===== config.mk =====
export PLATFORM = sky130hd
export DESIGN_NAME = mem_control_flat
export DESIGN_NICKNAME = d
export VERILOG_FILES = /design/src/rtl/mem_control_pkg.sv /design/src/rtl/mem_control_if.sv /design/src/rtl/mem_uart_port.sv /design/src/rtl/mem_control.sv /design/src/flat_wrapper.sv
export SDC_FILE = /design/constraint.sdc
export NUM_CORES = 1
export LEC_CHECK = 0
export ABC_CLOCK_PERIOD_IN_PS = 3300
export BUFFER_PORTS_ARGS = -buffer_cell sky130_fd_sc_hd__buf_2
export CELL_PAD_IN_SITES_DETAIL_PLACEMENT = 0
export CELL_PAD_IN_SITES_GLOBAL_PLACEMENT = 1
export CORE_MARGIN = 8
export CORE_UTILIZATION = 28
export CTS_CLUSTER_DIAMETER = 60
export CTS_CLUSTER_SIZE = 16
export DETAILED_ROUTE_END_ITERATION = 6
export PLACE_DENSITY = 0.9
export SETUP_SLACK_MARGIN = 0.02
export SLEW_MARGIN = 40
export SYNTH_ARGS = -nofsm -noshare
export SYNTH_HDL_FRONTEND = slang
export SYNTH_SLANG_ARGS = --single-unit

===== constraint.sdc =====
create_clock -name clk -period 3.3 [get_ports clk]
set_input_delay 0.33 -clock clk [delete_from_list [all_inputs] [get_ports clk]]
set_output_delay 0.33 -clock clk [all_outputs]
set_load 0.01 [all_outputs]

===== src/rtl/mem_control_pkg.sv =====
// rtl/mem_control_pkg.sv - shared widths, addresses and FSM encoding for mem_control
package mem_control_pkg;

    localparam int DATA_W        = 16;
    localparam int ADDR_W        = 16;
    localparam int SRAM_ADDR_W   = 18;
    localparam int ACCESS_CYCLES = 2;

    localparam logic [15:0] UART_DATA_ADDR = 16'hBF00;
    localparam logic [15:0] UART_STAT_ADDR = 16'hBF01;
    localparam logic [15:0] NOP_INST       = 16'h0800;

    typedef logic [DATA_W-1:0] reg_bus_t;
    typedef logic [ADDR_W-1:0] mem_addr_bus_t;

    typedef enum logic [1:0] {
        ST_IDLE  = 2'd0,
        ST_D_ACC = 2'd1,
        ST_I_ACC = 2'd2,
        ST_DONE  = 2'd3
    } state_e;

endpackage


===== src/rtl/mem_control_if.sv =====
// rtl/mem_control_if.sv - core-side fetch/load/store bus of mem_control
interface mem_control_if #(
    parameter int DATA_W = mem_control_pkg::DATA_W,
    parameter int ADDR_W = mem_control_pkg::ADDR_W
);
    logic [ADDR_W-1:0] inst_addr;
    logic              inst_en;
    logic [DATA_W-1:0] inst_data;
    logic [ADDR_W-1:0] mem_addr;
    logic [DATA_W-1:0] mem_wdata;
    logic              mem_rd;
    logic              mem_wr;
    logic [DATA_W-1:0] mem_rdata;
    logic              pause;

    modport master (
        output inst_addr, inst_en, mem_addr, mem_wdata, mem_rd, mem_wr,
        input  inst_data, mem_rdata, pause
    );

    modport slave (
        input  inst_addr, inst_en, mem_addr, mem_wdata, mem_rd, mem_wr,
        output inst_data, mem_rdata, pause
    );
endinterface


===== src/rtl/mem_uart_port.sv =====
// rtl/mem_uart_port.sv - I/O window decode plus UART register read and strobe logic
module mem_uart_port #(
    parameter int                DATA_W         = 16,
    parameter int                ADDR_W         = 16,
    parameter logic [ADDR_W-1:0] UART_DATA_ADDR = 16'hBF00,
    parameter logic [ADDR_W-1:0] UART_STAT_ADDR = 16'hBF01
) (
    input  logic              act_i,
    input  logic [ADDR_W-1:0] addr_i,
    input  logic [7:0]        wbyte_i,
    input  logic              rd_i,
    input  logic              wr_i,
    output logic              is_io_o,
    output logic              load_o,
    output logic [DATA_W-1:0] rdata_o,
    output logic [7:0]        tx_data_o,
    output logic              tx_valid_o,
    input  logic              tx_ready_i,
    input  logic [7:0]        rx_data_i,
    input  logic              rx_valid_i,
    output logic              rx_ack_o
);

    always_comb begin
        is_io_o    = (addr_i[ADDR_W-1:4] == UART_DATA_ADDR[ADDR_W-1:4]);
        load_o     = 1'b0;
        rdata_o    = '0;
        tx_data_o  = 8'h00;
        tx_valid_o = 1'b0;
        rx_ack_o   = 1'b0;
        if (act_i && is_io_o) begin
            // A store takes priority over a simultaneous load.
            if (wr_i) begin
                if (addr_i == UART_DATA_ADDR && tx_ready_i) begin
                    tx_valid_o = 1'b1;
                    tx_data_o  = wbyte_i;
                end
            end else if (rd_i) begin
                load_o = 1'b1;
                if (addr_i == UART_DATA_ADDR) begin
                    rdata_o[7:0] = rx_data_i;
                    rx_ack_o     = 1'b1;
                end else if (addr_i == UART_STAT_ADDR) begin
                    rdata_o[1:0] = {rx_valid_i, tx_ready_i};
                end
            end
        end
    end

endmodule


===== src/rtl/mem_control.sv =====
// rtl/mem_control.sv - serialises core fetch and data accesses onto one async SRAM plus UART
module mem_control
    import mem_control_pkg::*;
#(
    parameter int                DATA_W         = mem_control_pkg::DATA_W,
    parameter int                ADDR_W         = mem_control_pkg::ADDR_W,
    parameter int                SRAM_ADDR_W    = mem_control_pkg::SRAM_ADDR_W,
    parameter int                ACCESS_CYCLES  = mem_control_pkg::ACCESS_CYCLES,
    parameter logic [ADDR_W-1:0] UART_DATA_ADDR = mem_control_pkg::UART_DATA_ADDR,
    parameter logic [ADDR_W-1:0] UART_STAT_ADDR = mem_control_pkg::UART_STAT_ADDR,
    parameter logic [DATA_W-1:0] NOP_INST       = mem_control_pkg::NOP_INST
) (
    input  logic                   clk,
    input  logic                   rst,
    mem_control_if.slave           core,
    output logic [SRAM_ADDR_W-1:0] sram_addr_o,
    output logic [DATA_W-1:0]      sram_wdata_o,
    input  logic [DATA_W-1:0]      sram_rdata_i,
    output logic                   sram_data_oe_o,
    output logic                   sram_ce_n_o,
    output logic                   sram_oe_n_o,
    output logic                   sram_we_n_o,
    output logic [7:0]             uart_tx_data_o,
    output logic                   uart_tx_valid_o,
    input  logic                   uart_tx_ready_i,
    input  logic [7:0]             uart_rx_data_i,
    input  logic                   uart_rx_valid_i,
    output logic                   uart_rx_ack_o
);

    localparam int             CNT_W    = (ACCESS_CYCLES > 2) ? $clog2(ACCESS_CYCLES) : 1;
    localparam logic [CNT_W-1:0] CNT_LAST = CNT_W'(ACCESS_CYCLES - 1);

    state_e            state_q, state_d;
    logic [CNT_W-1:0]  cnt_q, cnt_d;
    logic [DATA_W-1:0] inst_data_q, inst_data_d;
    logic [DATA_W-1:0] mem_rdata_q, mem_rdata_d;

    logic              act;
    logic              last;
    logic              is_io;
    logic              io_load;
    logic [DATA_W-1:0] io_rdata;
    logic              data_req;
    logic              load_only;

    // rst gates the combinational IDLE outputs so they read inactive while held in reset.
    assign act       = rst && (state_q == ST_IDLE) && core.inst_en;
    assign last      = (cnt_q == CNT_LAST);
    assign data_req  = (core.mem_rd || core.mem_wr) && !is_io;
    assign load_only = core.mem_rd && !core.mem_wr;

    mem_uart_port #(
        .DATA_W         (DATA_W),
        .ADDR_W         (ADDR_W),
        .UART_DATA_ADDR (UART_DATA_ADDR),
        .UART_STAT_ADDR (UART_STAT_ADDR)
    ) u_uart_port (
        .act_i      (act),
        .addr_i     (core.mem_addr),
        .wbyte_i    (core.mem_wdata[7:0]),
        .rd_i       (core.mem_rd),
        .wr_i       (core.mem_wr),
        .is_io_o    (is_io),
        .load_o     (io_load),
        .rdata_o    (io_rdata),
        .tx_data_o  (uart_tx_data_o),
        .tx_valid_o (uart_tx_valid_o),
        .tx_ready_i (uart_tx_ready_i),
        .rx_data_i  (uart_rx_data_i),
        .rx_valid_i (uart_rx_valid_i),
        .rx_ack_o   (uart_rx_ack_o)
    );

    always_ff @(posedge clk or negedge rst) begin
        if (!rst) begin
            state_q     <= ST_IDLE;
            cnt_q       <= '0;
            inst_data_q <= NOP_INST;
            mem_rdata_q <= '0;
        end else begin
            state_q     <= state_d;
            cnt_q       <= cnt_d;
            inst_data_q <= inst_data_d;
            mem_rdata_q <= mem_rdata_d;
        end
    end

    always_comb begin
        state_d     = state_q;
        cnt_d       = cnt_q;
        inst_data_d = inst_data_q;
        mem_rdata_d = mem_rdata_q;
        case (state_q)
            ST_IDLE: begin
                cnt_d = '0;
                if (act) begin
                    state_d = data_req ? ST_D_ACC : ST_I_ACC;
                    if (io_load) mem_rdata_d = io_rdata;
                end
            end
            ST_D_ACC: begin
                if (last) begin
                    state_d = ST_I_ACC;
                    cnt_d   = '0;
                    if (load_only) mem_rdata_d = sram_rdata_i;
                end else begin
                    cnt_d = cnt_q + CNT_W'(1);
                end
            end
            ST_I_ACC: begin
                if (last) begin
                    state_d     = ST_DONE;
                    cnt_d       = '0;
                    inst_data_d = sram_rdata_i;
                end else begin
                    cnt_d = cnt_q + CNT_W'(1);
                end
            end
            ST_DONE: state_d = ST_IDLE;
            default: state_d = ST_IDLE;
        endcase
    end

    // Strobes decode straight from the state register so an async reset drops them at once.
    always_comb begin
        sram_addr_o    = '0;
        sram_wdata_o   = '0;
        sram_data_oe_o = 1'b0;
        sram_ce_n_o    = 1'b1;
        sram_oe_n_o    = 1'b1;
        sram_we_n_o    = 1'b1;
        core.pause     = 1'b0;
        case (state_q)
            ST_IDLE: core.pause = act;
            ST_D_ACC: begin
                core.pause  = 1'b1;
                sram_ce_n_o = 1'b0;
                sram_addr_o = SRAM_ADDR_W'(core.mem_addr);
                if (core.mem_wr) begin
                    sram_data_oe_o = 1'b1;
                    sram_wdata_o   = core.mem_wdata;
                    sram_we_n_o    = last;
                end else begin
                    sram_oe_n_o = 1'b0;
                end
            end
            ST_I_ACC: begin
                core.pause  = 1'b1;
                sram_ce_n_o = 1'b0;
                sram_oe_n_o = 1'b0;
                sram_addr_o = SRAM_ADDR_W'(core.inst_addr);
            end
            default: ;
        endcase
    end

    assign core.inst_data = inst_data_q;
    assign core.mem_rdata = mem_rdata_q;

endmodule


===== src/flat_wrapper.sv =====
// flat-port wrapper written by rule: the top's interface ports become plain ports
module mem_control_flat import mem_control_pkg::*;
#(
    parameter int                DATA_W         = mem_control_pkg::DATA_W,
    parameter int                ADDR_W         = mem_control_pkg::ADDR_W,
    parameter int                SRAM_ADDR_W    = mem_control_pkg::SRAM_ADDR_W,
    parameter int                ACCESS_CYCLES  = mem_control_pkg::ACCESS_CYCLES,
    parameter logic [ADDR_W-1:0] UART_DATA_ADDR = mem_control_pkg::UART_DATA_ADDR,
    parameter logic [ADDR_W-1:0] UART_STAT_ADDR = mem_control_pkg::UART_STAT_ADDR,
    parameter logic [DATA_W-1:0] NOP_INST       = mem_control_pkg::NOP_INST
)
  (clk, rst, sram_addr_o, sram_wdata_o, sram_rdata_i, sram_data_oe_o, sram_ce_n_o, sram_oe_n_o, sram_we_n_o, uart_tx_data_o, uart_tx_valid_o, uart_tx_ready_i, uart_rx_data_i, uart_rx_valid_i, uart_rx_ack_o, core_inst_addr, core_inst_en, core_mem_addr, core_mem_wdata, core_mem_rd, core_mem_wr, core_inst_data, core_mem_rdata, core_pause);
  mem_control_if #(.DATA_W(DATA_W), .ADDR_W(ADDR_W)) core_i ();
  input  logic clk;
  input  logic rst;
  output logic [SRAM_ADDR_W-1:0] sram_addr_o;
  output logic [DATA_W-1:0] sram_wdata_o;
  input  logic [DATA_W-1:0] sram_rdata_i;
  output logic sram_data_oe_o;
  output logic sram_ce_n_o;
  output logic sram_oe_n_o;
  output logic sram_we_n_o;
  output logic [7:0] uart_tx_data_o;
  output logic uart_tx_valid_o;
  input  logic uart_tx_ready_i;
  input  logic [7:0] uart_rx_data_i;
  input  logic uart_rx_valid_i;
  output logic uart_rx_ack_o;
  input wire logic [$bits(core_i.inst_addr)-1:0] core_inst_addr;
  input wire logic [$bits(core_i.inst_en)-1:0] core_inst_en;
  input wire logic [$bits(core_i.mem_addr)-1:0] core_mem_addr;
  input wire logic [$bits(core_i.mem_wdata)-1:0] core_mem_wdata;
  input wire logic [$bits(core_i.mem_rd)-1:0] core_mem_rd;
  input wire logic [$bits(core_i.mem_wr)-1:0] core_mem_wr;
  output wire logic [$bits(core_i.inst_data)-1:0] core_inst_data;
  output wire logic [$bits(core_i.mem_rdata)-1:0] core_mem_rdata;
  output wire logic [$bits(core_i.pause)-1:0] core_pause;
  assign core_i.inst_addr = core_inst_addr;
  assign core_i.inst_en = core_inst_en;
  assign core_i.mem_addr = core_mem_addr;
  assign core_i.mem_wdata = core_mem_wdata;
  assign core_i.mem_rd = core_mem_rd;
  assign core_i.mem_wr = core_mem_wr;
  assign core_inst_data = core_i.inst_data;
  assign core_mem_rdata = core_i.mem_rdata;
  assign core_pause = core_i.pause;
  mem_control #(.DATA_W(DATA_W), .ADDR_W(ADDR_W), .SRAM_ADDR_W(SRAM_ADDR_W), .ACCESS_CYCLES(ACCESS_CYCLES), .UART_DATA_ADDR(UART_DATA_ADDR), .UART_STAT_ADDR(UART_STAT_ADDR), .NOP_INST(NOP_INST)) u_core (.clk(clk), .rst(rst), .core(core_i), .sram_addr_o(sram_addr_o), .sram_wdata_o(sram_wdata_o), .sram_rdata_i(sram_rdata_i), .sram_data_oe_o(sram_data_oe_o), .sram_ce_n_o(sram_ce_n_o), .sram_oe_n_o(sram_oe_n_o), .sram_we_n_o(sram_we_n_o), .uart_tx_data_o(uart_tx_data_o), .uart_tx_valid_o(uart_tx_valid_o), .uart_tx_ready_i(uart_tx_ready_i), .uart_rx_data_i(uart_rx_data_i), .uart_rx_valid_i(uart_rx_valid_i), .uart_rx_ack_o(uart_rx_ack_o));
endmodule

**Word-level counts from Yosys, hierarchy flattened**

Cells that the tools add are included.

- Register bits: 35
- Logic and storage cells: 73
- Bits of input ports: 79
- Output and inout bits: 81

- Mux-type cells: 41
- Equal/unequal tests: 11
- Reduce and logical (&&, ||, !) cells: 16
- $add $sub $neg: 1

Operators by type and width:

| cell | count |
|---|---|
| $mux W16 | 6 |
| $pmux W16 S2 | 2 |
| $mux W8 | 6 |
| $eq A16 B16 Y1 const B | 2 |
| $mux W1 | 16 |
| $eq A12 B12 Y1 const B | 1 |
| $mux W2 | 6 |
| $ne A2 B1 Y1 const B | 4 |
| $pmux W2 S4 | 1 |
| $logic_and A1 B1 Y1 | 6 |
| $mux W6 | 1 |
| $pmux W1 S2 | 3 |
| $reduce_and A5 Y1 | 1 |
| $eq A2 B2 Y1 const B | 2 |
| $reduce_bool A2 Y1 | 2 |
| $reduce_and A3 Y1 | 1 |
| $eq A2 B1 Y1 const B | 1 |
| $logic_not A1 Y1 | 2 |
| $logic_not A2 Y1 | 1 |
| $ne A2 B2 Y1 const B | 1 |
| $reduce_and A2 Y1 | 1 |
| $reduce_or A2 Y1 | 1 |
| $add A1 B1 Y1 const B | 1 |
| $logic_or A1 B1 Y1 | 1 |

**Logic depth before layout (Yosys ltp)**

- Depth after elaboration: 9
- Gate-level depth with buffers: 8
- Mapped depth without buffers: 6

**Hierarchy**

Synthesis repeated with hierarchy kept, for this count alone.

- Cell total of the unflattened synthesis: 223
- Area total of the unflattened synthesis: 2438.6 µm²

Modules (own cells, without submodules):

| module | instances | sequential area each (µm²) | cells each | area an instance (µm²) |
|---|---|---|---|---|
| mem_control | 1 | 877.1 | 179 | 2062.0 |
| mem_uart_port | 1 | 0.0 | 44 | 376.6 |

**Worst setup path after synthesis**

OpenSTA, ideal clock, no wires.

- Path kind: reg2reg
- Start: register u_core.state_q[0]
- End: register u_core.mem_rdata_q[2] (netlist: u_core.core.mem_rdata[2])
- Clock period less this slack: 2377 ps
- Path buffers: 1
- Slack: 923 ps
- Data arrival time: 2253 ps
- Stages on the path, launching flop included: 8
- Library setup time: 125 ps
- Required time: 3175 ps
- Path through: dfrtp_1 -> inv_1 -> ha_1 -> clkbuf_1 -> nand3_1 -> or4_4 -> a211oi_4 -> mux2_2

- Longest elaborated chain between the ends: 8
- Elaborated cells between the ends (all ways): 16
- Those cells by class: 5 x eq/ne; 5 x mux; 6 x reduce/logical

RTL lines:

| item | RTL line | text |
|---|---|---|
| start: declaration | mem_control.sv:34 | `state_e state_q, state_d;` |
| start signal: assignment | mem_control.sv:82 | `state_q <= state_d;` |
| $logic_not A2 Y1 | mem_control.sv:48, mem_control.sv:94 |  |
| $logic_and A1 B1 Y1 (2 in series) | mem_control.sv:48 | `assign act = rst && (state_q == ST_IDLE) && core.inst_en;` |
| $logic_and A1 B1 Y1 | mem_uart_port.sv:31 | `if (act_i && is_io_o) begin` |
| $mux W8 | mem_uart_port.sv:31 |  |
| $mux W16 | mem_control.sv:99 | `if (io_load) mem_rdata_d = io_rdata;` |
| $mux W16 | mem_control.sv:97 | `if (act) begin` |
| $pmux W16 S2 | mem_control.sv:94 | `case (state_q)` |
| end signal: assignment | mem_control.sv:85 | `mem_rdata_q <= mem_rdata_d;` |
| end: declaration | mem_control.sv:37 | `logic [DATA_W-1:0] mem_rdata_q, mem_rdata_d;` |

Several ways; a longest one is shown, not always the timed one. The select of a mux whose other input is x is not followed.
A chain may end at the register's enable or synchronous reset.

**Worst setup path in the final report**

- Start: register u_core.state_q[1]
- End: register u_core.mem_rdata_q[8] (netlist: u_core.core.mem_rdata[8])

- Longest elaborated chain between the ends: 7
- Elaborated cells between the ends (all ways): 13
- Those cells by class: 5 x eq/ne; 2 x mux; 6 x reduce/logical

RTL lines:

| item | RTL line |
|---|---|
| $logic_not A2 Y1 | mem_control.sv:48, mem_control.sv:94 |
| $logic_and A1 B1 Y1 (2 in series) | mem_control.sv:48 |
| $logic_and A1 B1 Y1 | mem_uart_port.sv:31 |
| $mux W1 | mem_uart_port.sv:31 |
| $ne A2 B1 Y1 (no line) | -- |
| $reduce_and A5 Y1 (no line) | -- |

Several ways; a longest one is shown, not always the timed one.

==> impl_results.md <==
* Status: finished clean
* Synthesized area at 2110 um^2
* Most used routing layer: met2
* Worst-margin pin slew at 0.721 ns
* Reg-to-reg slack, setup at ~0.65 ns
* Total negative setup slack at 0 ns
* Clk root buf: clkbuf_8
* Setup crit start: u_core.state_q[1]$_DFFE_PN0P_
* Row cnt at 31
* Power per Cell Area at 803 nW/um^2
* Area grow syn2layout at 47.3%
* Finished Cell Area at 3100 um^2
* Routed len/inst at 17.0 um
* GR met2 Demand/Resource at 0.240
* Post-route ant nets at 0
* Leak at 1.72 nW
* Sink Count at 35
* Flops & latches, synth at 35
* Final core utilization at 0.428
* Die area at about 11000 um^2
* I/O pins at 160
* Largest net degree at the start of global routing at 52
* Starting Density at 0.290
* Maximum VDD drop at around 0.6 mV
* NumNets Final at 451
* Residual DRC count at 0
* Layout cells sized above 1 at 0.542
* Fmax at ~0.38 GHz
* Unrepaired setup endpoints after global routing: false
* Post-Syn Area per Cell at 9.85 um^2
* Setup-failing EPs final at 0
* Crit-path max FO at 9
* Synth Instances at 214
* Pre-CTS setup slack at between 0.6 and 0.7 ns
* Number of port buffers at around 160
* First-pass GRT wire length at 11700 um
* Initial DRC count at 82
* Via Count at 2246
* Clk Latency, worst-skew pair at 0.29 ns
* Die height at 103 um
* Post-Route WL at 7960 um
* Period minus WS final at about 2.7 ns
* Hold Violations, Final at 0
* Period utilization at 0.804
* Critical R2R Capture: u_core.core.mem_rdata[8]$_DFFE_PN0P_
* CP arrival at ~2.9 ns
* Crit path buffers/inverters at 2
* YS warnings at 0
* Detailed Routing Iterations Pass 1 at 4
* GRT met1 Usage at 0.163
* Reg clk slew, reported paths at ~0.08 ns
* Worst hold path type: input pin to asynchronous set/reset pin
* Relative slew slack at 0.518
* CP Capture Point: u_core.core.mem_rdata[8]$_DFFE_PN0P_
* Core area at 7250 um^2
* Netlist cell types at 32
* Worst Path Required at 3.51 ns
* Crit path depth at 7
* Global route overflow at 0
* # hold bufs at CTS at 0
* CP endpoint kind: flop
* CTS HTree Levels at 2
* RR Startpoint: u_core.state_q[1]$_DFFE_PN0P_
* Met3 usage at 0.0533
* Die X at 103 um
* Post-CTS sizing at 0
* Vias in the first global route at 2299
* Fin. max-slew vios at 0
* Max stage delay on crit path at between 0.5 and 0.6 ns
* Inserted Clock Buffers at 5
* Max Cap Viol at 0
* DR vias/cell at ~4.8
* Crit-path cells: inv_1, ha_1, nand3_1, or4_4, a211oi_4, buf_4, mux2i_1
* Worst Reg-to-Reg Cells at 7
* Bufs on Longest Clock Path at 2
* CTS tree: yes
* FILL cells at 731
* Post-synthesis sequential area ratio at 0.416
* Diode count at 0
* Skew final at 0.00728 ns
* CP Class: flop to flop
* Startpoint Class: flop
* Detailed Place HPWL at 6370 um
* Placement Cell Area at 2990 um^2
* GP Congestion at just over 0.8
* Initial antenna violation count at 0
* Top Family by Delay on Critical Path: simple AND/OR/NAND/NOR gates
* Postcts setup bufs at 0
* Global Route Usage Sum at 0.142
* Slack of the critical path at 0.647 ns
* CP max stage cell: a211oi_4
## how the worst min path moves through the flow
stage,startpoint,to,depth (start not counted)
2_1_floorplan,rst,u_core.cnt_q$_DFFE_PN0P_,0
3_3_place_gp,rst,u_core.core.inst_data[9]$_DFFE_PN0P_,2
3_5_place_dp,rst,u_core.core.inst_data[8]$_DFFE_PN0P_,2
4_1_cts,rst,u_core.core.mem_rdata[15]$_DFFE_PN0P_,2
5_1_grt,rst,u_core.core.mem_rdata[15]$_DFFE_PN0P_,2
6_report,rst,u_core.core.mem_rdata[15]$_DFFE_PN0P_,2
## registers in the layout (all words and copies together) (netlist names)
name and cells:
u_core.cnt_q 1, u_core.core.inst_data 16, u_core.state_q 2, u_core.core.mem_rdata 16
## cells in the final DEF (no fill, tap or decap), types with 2 or more instances in the layout
cell type  count
buf_4          6
dfrtp_1       34
a32o_1         6
mux2i_1       14
nand2_1       12
or4_4          2
and2_1         4
o22ai_1        2
buf_2        157
inv_1         13
a22oi_1       16
conb_1         2
or3_1          2
nand2b_1       3
a21oi_1        2
nor3_1         3
clkbuf_8       5
a31oi_1        2
mux2_2        23
ha_1           3
and3_1        24
nor2_1        21
## layout make-up
type,instances,area (um^2),share of cell area
Multi-Input combinational cell,149,1110,0.357
Sequential cell,35,877,0.283
Timing Repair Buffer,163,831,0.268
Tap cell,99,124,0.0399
Clock buffer,5,68.8,0.0222
Inverter,14,52.6,0.0169
Clock inverter,3,43.8,0.0141
## logic make-up after synthesis
family | Yosys count | synth area share
and+or+nand+nor | 76 | 0.191
muxes | 37 | 0.189
DFF | 35 | 0.416
buffers and inverters | 31 | 0.0641
AOI/OAI and AO/OA | 30 | 0.114
adders and majority gates | 4 | 0.0238
other | 1 | 0.00178
## per-stage QoR
stage                     hold WS (ns)  power [mW]  std cells
after floorplan                 0.0344        1.57        215
after global placement           0.467        2.09        460
after detailed placement         0.462        2.13        460
after CTS                        0.140        2.54        468
after global routing             0.162        2.68        468
final                            0.127        2.49        468
## cells in the mapped netlist
| library cell | number | area [um^2] |
|---|---|---|
| dfrtp_1 | 34 | 851 |
| and3_1 | 24 | 150 |
| mux2_2 | 23 | 259 |
| nor2_1 | 21 | 78.8 |
| a22oi_1 | 16 | 120 |
| mux2i_1 | 14 | 140 |
| inv_1 | 13 | 48.8 |
| clkbuf_1 | 12 | 45.0 |
| nand2_1 | 12 | 45.0 |
| a32o_1 | 6 | 60.1 |
| and2_1 | 4 | 25.0 |
| ha_1 | 4 | 50.1 |
| nand2b_1 | 3 | 18.8 |
| nor3_1 | 3 | 15.0 |
| a21oi_1 | 2 | 10.0 |
| a31oi_1 | 2 | 12.5 |
| buf_1 | 2 | 7.51 |
| buf_4 | 2 | 15.0 |
| o22ai_1 | 2 | 12.5 |
| or3_1 | 2 | 12.5 |
| or4_4 | 2 | 22.5 |
| a211oi_4 | 1 | 20.0 |
| buf_8 | 1 | 15.0 |
| clkinv_1 | 1 | 3.75 |
| conb_1 | 1 | 3.75 |
| dfstp_2 | 1 | 26.3 |
| nand3_1 | 1 | 5.00 |
| nand4_1 | 1 | 6.26 |
| nand4b_1 | 1 | 8.76 |
| nor4_1 | 1 | 6.26 |
| o21ai_0 | 1 | 5.00 |
| or4_1 | 1 | 7.51 |
## routing by layer
layer / vias to the layer above / routed length (um)
li1: 1068 / -
met3: 4 / 1070
met5: - / 0
met2: 118 / 3810
met4: 0 / 36
met1: 1056 / 3030
## power breakdown
part / total (mW) / switching (mW) / internal [mW]
Combinational: 1.39 / 0.791 / 0.599
Sequential: 0.718 / 0.0992 / 0.619
Clock: 0.384 / 0.159 / 0.225
Total: 2.49 / 1.05 / 1.44
## worst reg2reg max path, stage by stage (launching register included)
cell      delay, ns
dfrtp_1        0.40
inv_1          0.10
ha_1           0.32
nand3_1        0.22
or4_4          0.49
a211oi_4       0.57
buf_4          0.28
mux2i_1        0.20
No activity file was read; power rests on OpenSTA's default activity.
